--- config.mk ---
export PLATFORM = sky130hd
export DESIGN_NAME = piso_shift_tx_flat
export DESIGN_NICKNAME = d
export VERILOG_FILES = /design/src/rtl/piso_shift_tx_if.sv /design/src/rtl/piso_shift_tx.sv /design/src/flat_wrapper.sv
export SDC_FILE = /design/constraint.sdc
export NUM_CORES = 1
export LEC_CHECK = 0
export BUFFER_PORTS_ARGS = -buffer_cell sky130_fd_sc_hd__buf_2
export CORE_AREA = 2 2 41 43
export DETAILED_ROUTE_END_ITERATION = 16
export DIE_AREA = 0 0 43 45
export PLACE_DENSITY = 0.78
export SLEW_MARGIN = 30
export SYNTH_ARGS = -nofsm -noshare
export SYNTH_HDL_FRONTEND = slang
export SYNTH_SLANG_ARGS = --single-unit
--- constraint.sdc ---
create_clock -name clk -period 3 [get_ports clk]
set_input_delay 0.75 -clock clk [delete_from_list [all_inputs] [get_ports clk]]
set_output_delay 0.75 -clock clk [all_outputs]
set_load 0.005 [all_outputs]
--- src/rtl/piso_shift_tx_if.sv ---
// Handshake and serial-output bundle for piso_shift_tx.
// The master modport is the word source and line observer; the slave modport is the transmitter.
interface piso_shift_tx_if #(
  parameter int WIDTH = 8
);
  logic [WIDTH-1:0] din_par;
  logic             load_valid;
  logic             load_ready;
  logic             data_out;
  logic             out_valid;
  logic             frame_start;
  logic             done;

  modport master (
    output din_par, load_valid,
    input  load_ready, data_out, out_valid, frame_start, done
  );

  modport slave (
    input  din_par, load_valid,
    output load_ready, data_out, out_valid, frame_start, done
  );
endinterface

--- src/rtl/piso_shift_tx.sv ---
// Parallel-in, serial-out transmitter: MSB-first framing with start and done strobes.
// Optional feature macro PARITY_EN appends one even-parity bit to every frame.
module piso_shift_tx #(
  parameter int WIDTH = 8
) (
  input  logic          clk,
  input  logic          reset,
  piso_shift_tx_if.slave bus
);

`ifdef PARITY_EN
  localparam int FLEN = WIDTH + 1;
`else
  localparam int FLEN = WIDTH;
`endif
  localparam int CW = $clog2(WIDTH + 2);

  typedef enum logic {IDLE, SHIFT} state_t;

  state_t           state, state_next;
  logic [WIDTH-1:0] shreg;
  logic [WIDTH-1:0] load_word;
  logic [CW-1:0]    cnt;
  logic [CW-1:0]    cnt_inc;
  logic             data_q, valid_q, start_q, done_q;
  logic             ready, accept;

  // With parity, the parity bit rides in the vacated LSB and reaches the MSB right after the last data bit.
`ifdef PARITY_EN
  assign load_word = {bus.din_par[WIDTH-2:0], ^bus.din_par};
`else
  assign load_word = bus.din_par << 1;
`endif

  assign cnt_inc = cnt + 1'b1;

  always_comb begin
    ready      = 1'b0;
    state_next = state;
    case (state)
      IDLE:    ready = 1'b1;
      SHIFT:   ready = done_q;
      default: ready = 1'b0;
    endcase
    accept = bus.load_valid && ready;
    if (accept)
      state_next = SHIFT;
    else if (state == SHIFT && done_q)
      state_next = IDLE;
  end

  always_ff @(posedge clk or posedge reset) begin
    if (reset)
      state <= IDLE;
    else
      state <= state_next;
  end

  always_ff @(posedge clk or posedge reset) begin
    if (reset) begin
      shreg   <= '0;
      cnt     <= '0;
      data_q  <= 1'b0;
      valid_q <= 1'b0;
      start_q <= 1'b0;
      done_q  <= 1'b0;
    end else if (accept) begin
      data_q  <= bus.din_par[WIDTH-1];
      valid_q <= 1'b1;
      start_q <= 1'b1;
      done_q  <= 1'b0;
      shreg   <= load_word;
      cnt     <= CW'(1);
    end else if (state == SHIFT) begin
      if (done_q) begin
        shreg   <= '0;
        cnt     <= '0;
        data_q  <= 1'b0;
        valid_q <= 1'b0;
        start_q <= 1'b0;
        done_q  <= 1'b0;
      end else begin
        data_q  <= shreg[WIDTH-1];
        shreg   <= shreg << 1;
        cnt     <= cnt_inc;
        start_q <= 1'b0;
        done_q  <= (cnt_inc == CW'(FLEN));
      end
    end
  end

  assign bus.load_ready  = ready;
  assign bus.data_out    = data_q;
  assign bus.out_valid   = valid_q;
  assign bus.frame_start = start_q;
  assign bus.done        = done_q;

endmodule

--- src/flat_wrapper.sv ---
// flat-port wrapper written by rule: the top's interface ports become plain ports
module piso_shift_tx_flat 
#(
  parameter int WIDTH = 8
)
  (clk, reset, bus_din_par, bus_load_valid, bus_load_ready, bus_data_out, bus_out_valid, bus_frame_start, bus_done);
  piso_shift_tx_if #(.WIDTH(WIDTH)) bus_i ();
  input  logic clk;
  input  logic reset;
  input wire logic [$bits(bus_i.din_par)-1:0] bus_din_par;
  input wire logic [$bits(bus_i.load_valid)-1:0] bus_load_valid;
  output wire logic [$bits(bus_i.load_ready)-1:0] bus_load_ready;
  output wire logic [$bits(bus_i.data_out)-1:0] bus_data_out;
  output wire logic [$bits(bus_i.out_valid)-1:0] bus_out_valid;
  output wire logic [$bits(bus_i.frame_start)-1:0] bus_frame_start;
  output wire logic [$bits(bus_i.done)-1:0] bus_done;
  assign bus_i.din_par = bus_din_par;
  assign bus_i.load_valid = bus_load_valid;
  assign bus_load_ready = bus_i.load_ready;
  assign bus_data_out = bus_i.data_out;
  assign bus_out_valid = bus_i.out_valid;
  assign bus_frame_start = bus_i.frame_start;
  assign bus_done = bus_i.done;
  piso_shift_tx #(.WIDTH(WIDTH)) u_core (.clk(clk), .reset(reset), .bus(bus_i));
endmodule
# ---- Word level (Yosys, flattened, before mapping)
# Cells that the tools add are included.
dict set report totals {
  register_bits 17
  in_bits 11
  out_inout_bits 5
  wordCells 36
}
dict set report classes {
  add_sub_neg 1
  n_eq_ne 1
  muxes 20
  n_bitwise 1
  n_reduce_logical 6
}
# op n
set op_table {}
lappend op_table {{$mux 8} 3}
lappend op_table {{$mux 1} 13}
lappend op_table {{$mux 4} 3}
lappend op_table {{$reduce_bool 2->1} 3}
lappend op_table {{$add 4x1->4 const B} 1}
lappend op_table {{$eq 4x4->1 const B} 1}
lappend op_table {{$logic_and 1x1->1} 2}
lappend op_table {{$pmux 1 s2} 1}
lappend op_table {{$reduce_and 2->1} 1}
lappend op_table {{$not 1->1} 1}

# ---- Longest topological paths before layout
dict set report logic_depth {
  depth_word 5
  ltp_mapped 4
  depth_no_buf 4
}

# ---- Worst setup path after synthesis
# Ideal clock, no wire load.
dict set report synth_timing {
  path_type {flip-flop to output port}
  from {reg, netlist name u_core.bus.out_valid}
  to {out bus_load_ready}
  arrival_time_ps 630
  required_ps 2250
  slack_ps 1620
  path_stages_with_launch 3
  path_buffers 0
  path_cell_list {dfrtp_1 nor2b_4 inv_1}
}
# item line_no
set synth_rtl {}
lappend synth_rtl {{end: declaration} flat_wrapper.sv:12} ;# output wire logic [$bits(bus_i.load_ready)-1:0] bus_load_ready;

==> summary.txt <==
Floorplanning
  • Initial Util: 0.519
  • Die H: 45 um
  • FP Rows: 14
  • Chip width: 43 um
  • Ports: 16
  • Die ar.: 1940 um^2
  • Core box area: between 1000 and 1500 um^2

Cells and area
  • ANT cells: 0
  • Nets: 97
  • Sequential cell area: around 380 um^2
  • Layout cells sized above 1: 0.265
  • Fill cells: 134
  • Area of the multi-input gates: 348 um^2
  • Synth-to-layout area growth: 11.8%

Route
  • Initial DRC count: 14
  • Residual DRC: 0
  • TritonRoute pass-1 iters: 4
  • Uppermost layer routed: met4
  • DR vias: roughly 570
  • WL met2: between 600 and 700 um
  • Wire per inst: approximately 14 um
  • DRT antenna net count: 0
  • Drt total wl: 1420 um
  • M1 WL: 685 um
  • Vias per cell: 5.77
  • Routed wire length on met3: approximately 64 um

Power and ir drop
  • Power per Cell Area: 880 nW/um^2
  • Static Leakage: a little over 0.0004 uW
  • VDD IR max: about 480 uV

Synthesis
  • Syn nets: between 80 and 90
  • Sequential area share after synthesis: 0.492
  • Yosys reg bits: 15
  • Simple-Gate Fraction of Synth Area: 0.0918
  • Largest family of logic cells by synthesized area: compound AO/OA/AOI/OAI gates
  • Post-Synth Adder-Cell Area: 0.0328
  • Most frequent cells after synthesis: dfrtp_1 (15), o21ai_0 (11), mux2i_1 (8), a32oi_1 (7), nand2_1 (4)
  • Mux cell area share after synthesis: 0.105
  • Post-synthesis compound-gate area fraction: 0.203
  • Main synth FF type: dfrtp_1
  • Mean post-synth cell area: ~11 um^2
  • Top cells by area, synth: dfrtp_1 (49%), mux2i_1 (10%), a32oi_1 (8.0%)
  • Number of cells produced by synthesis: a little under 70
  • Yosys warns: 0
  • Synth area leader: dfrtp_1
  • Top-area cell type share of the netlist area: 0.492
  • Mapped Area: 763 um^2
  • Async set-reset flop share out of synthesis: 1.00
  • Post-synth cell types: 24
  • Post-synth EDFFs: 0
  • Post-synthesis xor/xnor area fraction: 0.0230
  • Most common cell in the synthesized netlist: dfrtp_1

Clock tree
  • Clk slew on worst S/H paths: roughly 90 ps
  • CTS sink cnt: 15
  • TritonCTS clock tree: yes
  • Post-CTS Setup Repair Bufs: 0
  • CTS Hold Buffers Added: 0
  • Worst-Skew Late Latency: ~300 ps
  • Total CTS buffers: 3
  • Root buffer cell: clkbuf_4
  • H-Tree Level Count: 1
  • Post_cts resized: 0
  • Maximum clock path buffer count: 2

Place
  • DP HPWL: roughly 940 um
  • RD Place Congestion: roughly 0.77
  • Post-place setup slack: approximately 1100 ps
  • I/O Buffers: 15

Critical path
  • Cells along the critical path: nor2b_4, inv_1, buf_2
  • Family with the most delay on the worst path: flip-flops
  • Worst Setup End Kind: output pin
  • Crit-path max FO: 15
  • CP max stage delay: slightly below 600 ps
  • CP Class: register to output pin
  • CP arrival: roughly 1500 ps
  • Worst path slowest cell: dfrtp_1
  • Buffers and inverters on the worst path: 2
  • Crit path launch type: register
  • Crit path required time: 2250 ps

Timing
  • Fin crit period: roughly 2300 ps
  • Fin. Hold Viols: 0
  • Clock Skew: 5.51 ps
  • Final worst slack: approximately 730 ps
  • Worst Max-Slew Pin Slew: around 550 ps
  • Setup_tns: 0 ps
  • Max Transition Viols Final: 0
  • Final setup fails: 0
  • RSZ-0062 raised after global routing: no
  • Worst rel slew slack: 0.631
  • Fmax: approximately 440 MHz
  • Final Cycle Share: 0.756

GRT
  • GR Util All Layers: 0.172
  • Congestion Overflow GR: 0
  • Initial antenna violation count: 0
  • First-pass GRT wire length: around 2400 um
  • Pin count of the biggest net entering global routing: 22
  • Vias in the first global route: 531

Hold path
  • Worst min path class: primary input to async pin

Run status
  • Status: completed

Run
  • Max-cap violations: 0
-- placed cells by master (no fill, tap or decap) --
cell type / n
nand2_1: 4
o21ai_2: 1
nand3_1: 2
xor2_1: 1
o211ai_1: 1
buf_2: 15
nor3b_1: 1
clkinv_2: 1
nor2_1: 2
o21ai_0: 11
clkbuf_4: 3
a32oi_1: 7
nand3_2: 1
nor2b_4: 1
a22o_1: 1
ha_1: 2
o21ai_1: 1
mux2i_1: 8
o31a_1: 1
nand2b_1: 1
dfrtp_1: 15
inv_1: 2
xnor2_1: 1
-- final timing paths --
path / start / end / slack, ps / depth (start not counted)
max in group asynchronous: reset / u_core.shreg[1] / 2150 / 2
worst min-delay path: reset / u_core.bus.out_valid / 480 / 2
min in group clk: u_core.shreg[5] / u_core.shreg[6] / 510 / 2
worst min register to register: u_core.shreg[5] / u_core.shreg[6] / 510 / 2
worst max-delay path: u_core.bus.out_valid / bus_load_ready / 730 / 3
worst max register to register: u_core.bus.out_valid / u_core.cnt[3] / 1640 / 3
-- report_power, final --
group	leakage (uW)	switching, uW	internal, uW
Clock	0.0000177	70.7	49.7
Sequential	0.000194	76.8	278
Combinational	0.000203	141	136
Total	0.000415	288	463
-- routing by layer --
metal,up-vias,global-route usage
li1,284,-
met1,269,0.232
met2,14,0.248
met3,4,0.0440
met4,0,0.109
met5,-,0
-- cell families after synthesis --
group,count (synthesis)
compound gates,23
fa+ha+maj,2
mux,8
xor+xnor,2
flops,15
buf+inv,7
simple gates,12
-- worst reg2reg max path, cell delays in order, from the launching register on --
cell and delay (ps):
dfrtp_1 590, nor2b_4 390, inv_1 110, o21ai_0 190
-- flip-flops by register name, indices dropped and copies added (netlist names) --
register                flops
u_core.bus.out_valid        1
u_core.bus.done             1
u_core.shreg                7
u_core.bus.frame_start      1
u_core.cnt                  4
u_core.bus.data_out         1
-- stage by stage --
stage | hold slack, ps | cells | total power [uW] | instance area [um^2] | utilization
2_1_floorplan | 460 | 69 | 569 | 763 | -
3_3_place_gp | 478 | 95 | 622 | 826 | 0.561
3_5_place_dp | 488 | 95 | 631 | 826 | 0.561
4_1_cts | 499 | 99 | 752 | 853 | 0.580
5_1_grt | 523 | 99 | 808 | 853 | 0.580
6_report | 481 | 99 | 751 | 853 | 0.580
-- final cells by class --
cell class / count / share of cell area
Tap cell: 16 / 0.0235
Timing Repair Buffer: 15 / 0.0880
Clock buffer: 3 / 0.0264
Clock inverter: 1 / 0.00587
Inverter: 2 / 0.00880
Sequential cell: 15 / 0.440
Multi-Input combinational cell: 47 / 0.408
No activity file was read; power rests on OpenSTA's default activity.
